## src/rtl/inst_fetch_responder.sv

```systemverilog
// Instruction-fetch responder: turns one preIF fetch request at a time into
// an AXI read (4-beat line burst when cached, single beat when uncached),
// gathers the beats into a 128-bit line buffer and returns it with a word
// mask and a sticky error flag. A pipeline cancel never aborts the AXI
// transaction; it only suppresses the final data_ok.
module inst_fetch_responder #(
    parameter logic [3:0] AXI_ID = 4'd0
) (
    input  logic         clk,
    input  logic         reset,

    input  logic         inst_cache_valid,
    input  logic         inst_cache_uncache,
    input  logic [19:0]  inst_cache_tag,
    input  logic [7:0]   inst_cache_index,
    input  logic [3:0]   inst_cache_offset,
    output logic         inst_cache_addr_ok,
    input  logic         inst_cache_cancel,

    output logic         inst_cache_data_ok,
    output logic [127:0] inst_cache_rdata,
    output logic [3:0]   inst_cache_rmask,
    output logic         inst_cache_err,

    output logic [3:0]   arid,
    output logic [31:0]  araddr,
    output logic [7:0]   arlen,
    output logic [2:0]   arsize,
    output logic [1:0]   arburst,
    output logic         arvalid,
    input  logic         arready,

    input  logic [3:0]   rid,
    input  logic [31:0]  rdata,
    input  logic [1:0]   rresp,
    input  logic         rlast,
    input  logic         rvalid,
    output logic         rready
);

    localparam logic [1:0] IDLE = 2'd0;
    localparam logic [1:0] AR   = 2'd1;
    localparam logic [1:0] R    = 2'd2;
    localparam logic [1:0] RESP = 2'd3;

    logic [1:0]   state;
    logic [1:0]   state_next;

    // Latched request; only the word part of the offset matters downstream.
    logic [19:0]  req_tag;
    logic [7:0]   req_index;
    logic [1:0]   req_word;
    logic         req_uncache;

    logic         cancelled;
    logic         err_flag;
    logic [1:0]   beat_cnt;
    logic [127:0] line_buf;
    logic [3:0]   rmask_q;
    logic [7:0]   arlen_q;

    logic         accept;
    logic         ar_fire;
    logic         beat;
    logic [1:0]   beat_word;
    logic         cancel_now;

    // rid and the byte offset within a word carry no information here.
    logic         unused_inputs;
    assign unused_inputs = ^{rid, inst_cache_offset[1:0]};

    assign inst_cache_addr_ok = (state == IDLE) & ~reset;
    assign arvalid            = (state == AR)   & ~reset;
    assign rready             = (state == R)    & ~reset;
    assign inst_cache_data_ok = (state == RESP) & ~inst_cache_cancel & ~reset;

    assign accept  = inst_cache_valid & inst_cache_addr_ok;
    assign ar_fire = arvalid & arready;
    assign beat    = rvalid & rready;

    // A cancel landing on the rlast beat counts just like an earlier one.
    assign cancel_now = cancelled | inst_cache_cancel;

    // Cached bursts fill words in arrival order; uncached fills the addressed word.
    assign beat_word = req_uncache ? req_word : beat_cnt;

    assign arid    = AXI_ID;
    assign araddr  = req_uncache ? {req_tag, req_index, req_word, 2'b00}
                                 : {req_tag, req_index, 4'b0000};
    assign arlen   = arlen_q;
    assign arsize  = 3'd2;
    assign arburst = 2'b01;

    assign inst_cache_rdata = line_buf;
    assign inst_cache_rmask = rmask_q;
    assign inst_cache_err   = err_flag;

    // Next-state selection for the single-outstanding fetch sequence.
    always_comb begin
        state_next = state;
        case (state)
            IDLE: if (accept) state_next = AR;
            AR:   if (ar_fire) state_next = R;
            R:    if (beat && rlast) state_next = cancel_now ? IDLE : RESP;
            RESP: state_next = IDLE;
            default: state_next = IDLE;
        endcase
    end

    // State register.
    always_ff @(posedge clk) begin
        if (reset) begin
            state <= IDLE;
        end else begin
            state <= state_next;
        end
    end

    // Request latch plus the mask/length derived from it at accept time.
    always_ff @(posedge clk) begin
        if (reset) begin
            req_tag     <= '0;
            req_index   <= '0;
            req_word    <= '0;
            req_uncache <= 1'b0;
            rmask_q     <= '0;
            arlen_q     <= '0;
        end else if (accept) begin
            req_tag     <= inst_cache_tag;
            req_index   <= inst_cache_index;
            req_word    <= inst_cache_offset[3:2];
            req_uncache <= inst_cache_uncache;
            rmask_q     <= inst_cache_uncache ? (4'b0001 << inst_cache_offset[3:2])
                                              : (4'b1111 << inst_cache_offset[3:2]);
            arlen_q     <= inst_cache_uncache ? 8'd0 : 8'd3;
        end
    end

    // Sticky cancel: set while the AXI transaction is in flight, cleared by a new accept.
    always_ff @(posedge clk) begin
        if (reset) begin
            cancelled <= 1'b0;
        end else if (accept) begin
            cancelled <= 1'b0;
        end else if (inst_cache_cancel && (state == AR || state == R)) begin
            cancelled <= 1'b1;
        end
    end

    // Sticky error: any non-OKAY beat marks the fetch, cleared by a new accept.
    always_ff @(posedge clk) begin
        if (reset) begin
            err_flag <= 1'b0;
        end else if (accept) begin
            err_flag <= 1'b0;
        end else if (beat && rresp != 2'b00) begin
            err_flag <= 1'b1;
        end
    end

    // Beat counter and line buffer fill.
    always_ff @(posedge clk) begin
        if (reset) begin
            beat_cnt <= '0;
            line_buf <= '0;
        end else if (accept) begin
            beat_cnt <= '0;
        end else if (beat) begin
            beat_cnt <= beat_cnt + 2'd1;
            line_buf[{beat_word, 5'b00000} +: 32] <= rdata;
        end
    end

endmodule

```

## config.mk

```make
export PLATFORM = sky130hd
export DESIGN_NAME = inst_fetch_responder
export DESIGN_NICKNAME = d
export VERILOG_FILES = /design/src/rtl/inst_fetch_responder.sv
export SDC_FILE = /design/constraint.sdc
export NUM_CORES = 1
export LEC_CHECK = 0
export ABC_CLOCK_PERIOD_IN_PS = 4600
export CAP_MARGIN = 20
export CORE_MARGIN = 3
export CORE_UTILIZATION = 42
export DETAILED_ROUTE_END_ITERATION = 8
export HOLD_SLACK_MARGIN = 0.12
export PLACE_DENSITY = 0.81
export REMOVE_ABC_BUFFERS = 1
export SKIP_CTS_REPAIR_TIMING = 1
export SYNTH_ARGS = -nofsm -noshare
export SYNTH_HDL_FRONTEND = slang
export SYNTH_SLANG_ARGS = --single-unit
```

## constraint.sdc

```tcl
create_clock -name clk -period 4.6 [get_ports clk]
set_input_delay 0.92 -clock clk [delete_from_list [all_inputs] [get_ports clk]]
set_output_delay 0.92 -clock clk [all_outputs]
set_load 0.005 [all_outputs]
```

==> impl_metrics.py, run 1 <==
metrics = {
    "cells_and_area": {
        "multiInputGateArea_um2": 2710,
        "seqCellArea_um2": 3400,
        "final_cell_area_um2": 9470,
        "n_fill_cell": 1276,
        "diodes": 0,
        "drive_above_1_share_pct": 7.11,
        "layoutNonFillerInstCount": 1155,
        "syn_to_final_growth_pct": 44.9,
        "nNetsFinal": 1046,
    },
    "sta": {
        "setup_tns_ns": 0,
        "timing.final.crit_share_pct": 65.9,
        "worst_pin_slew_ns": 1.03,
        "setup_viol": 0,
        "finalWorstSetupSlack_ns": 1.57,
        "final-hold-violation-count": 0,
        "fmax_mhz": 330,
        "rsz0062_at_grt": "no",
        "fin_skew_ns": 0.00847,
        "finalCriticalPeriod_ns": 3.03,
        "hold_slack_ns": 0.449,
        "relSlewSlack_pct": 30.9,
        "slew_viol_final": 0,
    },
    "run_status": {
        "status": "finished clean",
    },
    "synth": {
        "yosysSeqAreaShare_pct": 52.0,
        "ys.flop_type": "dfxtp_1",
        "synth_edf_count": 0,
        "netlist_top_cells_count": "dfxtp_1, nand2_1, a21oi_1, nand3_1",
        "synthDistinctLibCells": 37,
        "synth-warning-count": 0,
        "synthArstFlopShare_pct": 0,
        "synth.avg_cell_area_um2": 8.72,
        "synth.top_cells.by_area": "dfxtp_1, a21oi_1, nand3_1",
        "ys_seq_elements": 170,
        "synth_area_um2": 6540,
        "yosysMostFrequentCell": "dfxtp_1",
        "synth_top_area_share_pct": 52.0,
        "yosysTopAreaCell": "dfxtp_1",
        "synthCells": 750,
    },
    "placement": {
        "place_congestion": 0.839,
        "io_buffers": 240,
        "place_area_um2": 8870,
        "post-dp-hpwl_um": 13800,
        "dp_cells": 1122,
        "place_ws_ns": 1.34,
    },
    "route": {
        "num_vias": 6182,
        "routed_wl_um": 20500,
        "drcViolationCount": 0,
        "dr.pass1.iters": 5,
        "drtIter0Drc": 471,
        "viasPerCell": 5.35,
        "final_antenna_net_count": 0,
        "avgRoutedWirePerCell_um": 17.7,
    },
    "grt": {
        "gr-usage-all-layers_pct": 23.3,
        "gr-total-overflow": 0,
        "grt_pass1_vias": 5841,
        "antenna_found_initial": 0,
        "grt_max_degree": 111,
        "grt_pass1_wl_um": 31100,
    },
    "die": {
        "fp.dieH_um": 131,
        "std_cell_rows": 44,
        "core_um2": 14900,
        "dieArea_um2": 17100,
        "start_util_pct": 44.0,
        "io_pins": 264,
        "die_x_um": 131,
    },
    "power_and_ir_drop": {
        "powerDensity_nw_per_um2": 374,
        "power_frac_seq_pct": 45.3,
        "swShare_pct": 26.2,
        "clockPowerShare_pct": 39.0,
        "leakagePower_nw": 3.22,
        "p_switching_mw": 0.928,
        "p_int_mw": 2.61,
        "p_comb_share_pct": 15.7,
        "ir_drop_mv": 0.226,
    },
    "clock_tree": {
        "cts_tree": "built",
        "cts-root-buf": "clkbuf_16",
        "cts_made_buffers": 17,
        "cts.clk_slew.worst_paths_ns": 0.07,
        "insertion_delay_ns": 0.42,
        "h-tree-depth": 4,
        "clock_path_buffers": 2,
        "clkSinkCount": 170,
    },
    "critical_path": {
        "crit_required_ns": 3.68,
        "critPathCaptureType": "output port",
        "path_class": "in -> out",
        "crit_path_start_kind": "primary input",
        "path_max_fanout": 3,
        "arrival_ns": 2.11,
    },
    "hold_path": {
        "hp-class": "reg -> reg",
    },
    "job": {
        "max_cap_violations": 0,
    },
}
metrics by stage:
step / total power, mW / utilization (%)
after floorplan: 1.85 / -
after global placement: 2.18 / 59.7
after detailed placement: 2.19 / 59.7
after CTS: 3.56 / 63.5
after global routing: 3.67 / 63.7
final: 3.54 / 63.7
sequential cells by signal, summed over array words and instances (netlist names):
signal and cells:
state 2, req_word 2, cancelled 1, req_tag 20
inst_cache_err 1, inst_cache_rdata 128, inst_cache_rmask 4, req_uncache 1
arlen 1, beat_cnt 2, req_index 8
critical path, stage by stage:
cell,delay [ns]
clkdlybuf4s50_1,0.46
nor3b_1,0.20
clkdlybuf4s50_1,0.53
cell families (layout without fill, tap and decap cells):
logic type | Yosys count | in the layout | synth area share, %
xor gates and xnor gates | 2 | 2 | 0.268
adders and majority gates | 10 | 10 | 1.91
DFF | 170 | 170 | 52.0
and+or+nand+nor | 304 | 304 | 22.2
other | 2 | 17 | 0.115
buffers and inverters | 87 | 293 | 7.54
AOI/OAI and AO/OA | 174 | 174 | 15.6
muxes | 1 | 1 | 0.344
per-layer routing:
metal | global-route usage (%) | wire [um] | vias up
met4 | 8.47 | 448 | 0
met1 | 28.8 | 8530 | 2907
met2 | 37.8 | 9630 | 292
li1 | - | - | 2953
met3 | 7.93 | 1890 | 30
met5 | 0 | 0 | -
power by group through the flow:
stage               combinational (mW)  clock, mW  sequential, mW
finish                           0.556       1.38            1.60
global route                     0.605       1.46            1.61
CTS                              0.556       1.40            1.61
detailed placement               0.554          0            1.63
global placement                 0.547          0            1.63
floorplan                        0.221          0            1.63
layout by cell type, fill, tap and decap left out, drive strengths merged, types with 4 or more instances in the layout:
master and n:
conb 17, clkdlybuf4s50 239, clkbuf 20, clkinv 5
a22o 30, ha 10, and3 4, inv 9
dfxtp 170, nor2b 4, buf 16, nand3 135
nor2 10, a21oi 135, nand2 138
cell type report:
| cell class | instances | area share (%) |
|---|---|---|
| Clock buffer | 20 | 4.82 |
| Clock inverter | 12 | 1.22 |
| Inverter | 6 | 0.238 |
| Multi-Input combinational cell | 508 | 28.6 |
| Sequential cell | 170 | 35.9 |
| Tap cell | 184 | 2.43 |
| Timing Repair Buffer | 255 | 26.7 |
final timing paths:
check / startpoint / to / slack [ns] / cells after the start
min reg2reg: inst_cache_rdata[43] / inst_cache_rdata[43] / 0.45 / 2
min: inst_cache_rdata[43] / inst_cache_rdata[43] / 0.45 / 2
max: inst_cache_cancel / inst_cache_data_ok / 1.57 / 3
max reg2reg: req_uncache / inst_cache_rdata[37] / 1.63 / 7
Power figures use the tool's default switching activity.
==> inputs of run 2 (changes only) <==
Settings changed: ABC_CLOCK_PERIOD_IN_PS 4600 to 2500, CORE_UTILIZATION 42 to 39, PLACE_DENSITY 0.81 to 0.79.
Clock period 4.6 ns to 2.5 ns, I/O delays scaled along.
==> impl_metrics.py, run 2 (same netlist as run 1, synthesis figures left out) <==
metrics = {
    "power_and_ir_drop": {
        "p_comb_share_pct": 15.6,
        "swShare_pct": 26.1,
        "p_switching_mw": 1.78,
        "p_int_mw": 5.03,
        "clockPowerShare_pct": 41.1,
        "powerDensity_nw_per_um2": 701,
        "ir_drop_mv": 0.479,
        "power_frac_seq_pct": 43.3,
        "leakagePower_nw": 3.32,
    },
    "sta": {
        "worst_pin_slew_ns": 0.618,
        "relSlewSlack_pct": 58.8,
        "fin_skew_ns": 0.00947,
        "finalCriticalPeriod_ns": 2.37,
        "rsz0062_at_grt": "no",
        "final-hold-violation-count": 0,
        "timing.final.crit_share_pct": 94.9,
        "slew_viol_final": 0,
        "fmax_mhz": 422,
        "finalWorstSetupSlack_ns": 0.128,
        "setup_viol": 0,
    },
    "critical_path": {
        "critical_path.startpoint": "req_uncache",
        "crit_end": "inst_cache_rdata[87]",
        "arrival_ns": 2.71,
        "crit_required_ns": 2.84,
        "path_class": "reg -> reg",
        "r2r_end": "inst_cache_rdata[87]",
        "r2r_cells": 8,
        "critPathCaptureType": "flop",
        "r2r_setup_slack_ns": 0.13,
        "r2r_start": "req_uncache",
        "path_max_fanout": 32,
        "crit_path_start_kind": "flop",
    },
    "cells_and_area": {
        "syn_to_final_growth_pct": 48.3,
        "final_cell_area_um2": 9700,
        "multiInputGateArea_um2": 2720,
        "seqCellArea_um2": 3400,
        "final_cell_mix": "clkdlybuf4s50_1, dfxtp_1, nand2_1",
        "layoutNonFillerInstCount": 1197,
        "layout_commonest_cell": "clkdlybuf4s50_1",
        "drive_above_1_share_pct": 8.36,
        "diodes": 0,
        "largest_reg_flops": 128,
        "nNetsFinal": 1056,
        "postLayoutCoreUtil_pct": 60.0,
        "n_fill_cell": 1384,
    },
    "placement": {
        "place_ws_ns": 0.198,
        "post-dp-hpwl_um": 13700,
        "place_congestion": 0.788,
        "dp_cells": 1165,
        "place_area_um2": 9060,
        "io_buffers": 240,
    },
    "route": {
        "final_antenna_net_count": 0,
        "drtIter0Drc": 419,
        "dr.pass1.iters": 5,
        "viasPerCell": 5.23,
        "num_vias": 6264,
        "avgRoutedWirePerCell_um": 17.6,
        "drcViolationCount": 0,
        "routed_wl_um": 21000,
    },
    "die": {
        "fp.dieH_um": 135,
        "core_um2": 16200,
        "start_util_pct": 40.4,
        "std_cell_rows": 46,
        "die_x_um": 135,
        "io_pins": 264,
        "dieArea_um2": 18400,
    },
    "clock_tree": {
        "cts_tree": "built",
        "cts-root-buf": "clkbuf_16",
        "clock_path_buffers": 2,
        "cts_made_buffers": 17,
        "clkSinkCount": 170,
        "cts.clk_slew.worst_paths_ns": 0.07,
        "insertion_delay_ns": 0.42,
        "h-tree-depth": 4,
    },
    "grt": {
        "gr-usage-all-layers_pct": 21.9,
        "grt_pass1_wl_um": 31600,
        "antenna_found_initial": 0,
        "grt_max_degree": 131,
        "gr-total-overflow": 0,
        "grt_pass1_vias": 5921,
    },
    "hold_path": {
        "hold_depth": 2,
        "hp-class": "in -> reg",
    },
    "job": {
        "max_cap_violations": 0,
    },
    "run_status": {
        "status": "finished clean",
    },
}
## run 2: power groups by stage
stage / combinational (mW) / clock (mW) / sequential, mW
floorplan: 0.407 / 0 / 3.00
global placement: 1.04 / 0 / 3.00
detailed placement: 1.05 / 0 / 3.00
CTS: 1.05 / 2.84 / 2.94
global route: 1.16 / 2.97 / 2.96
finish: 1.06 / 2.79 / 2.94
## run 2: stage by stage
stage,total power [mW],hold WS (ns),setup TNS (ns)
2_1_floorplan,3.41,0.435,-2.75
3_3_place_gp,4.04,0.437,0
3_5_place_dp,4.05,0.442,0
4_1_cts,6.84,0.350,-0.0338
5_1_grt,7.09,0.370,0
6_report,6.80,0.388,0
## run 2: layout make-up
class / instances / area share, %
Clock inverter: 14 / 1.91
Sequential cell: 170 / 35.1
Multi-Input combinational cell: 508 / 28.1
Timing Repair Buffer: 265 / 27.4
Inverter: 6 / 0.232
Tap cell: 216 / 2.79
Clock buffer: 18 / 4.53
## run 2: worst min path at each step
stage | startpoint | to | slack (ns)
detailed placement | inst_cache_rdata[112] | inst_cache_rdata[112] | 0.44
CTS | reset | inst_cache_rmask[0] | 0.35
finish | reset | inst_cache_rmask[0] | 0.39
global placement | inst_cache_rdata[109] | inst_cache_rdata[109] | 0.44
global route | reset | inst_cache_rmask[2] | 0.37
floorplan | req_word[1] | req_word[1] | 0.43
## run 2: metal layers
| metal | wire length, um | vias to the layer above | track usage, % | share of wire, % |
|---|---|---|---|---|
| li1 | - | 2973 | - | - |
| met1 | 8550 | 2936 | 27.2 | 41 |
| met2 | 9920 | 323 | 36.3 | 47 |
| met3 | 2170 | 32 | 7.06 | 10 |
| met4 | 379 | 0 | 7.11 | 1.8 |
| met5 | 0 | - | 0 | 0 |
## run 2: worst max-delay path: stages (launching register included)
cell     delay (ns)
dfxtp_1        0.43
inv_1          0.08
a21oi_1        0.34
ha_1           0.32
or3b_1         0.46
nor2_4         0.13
buf_12         0.23
nand3_1        0.12
a21oi_1        0.18
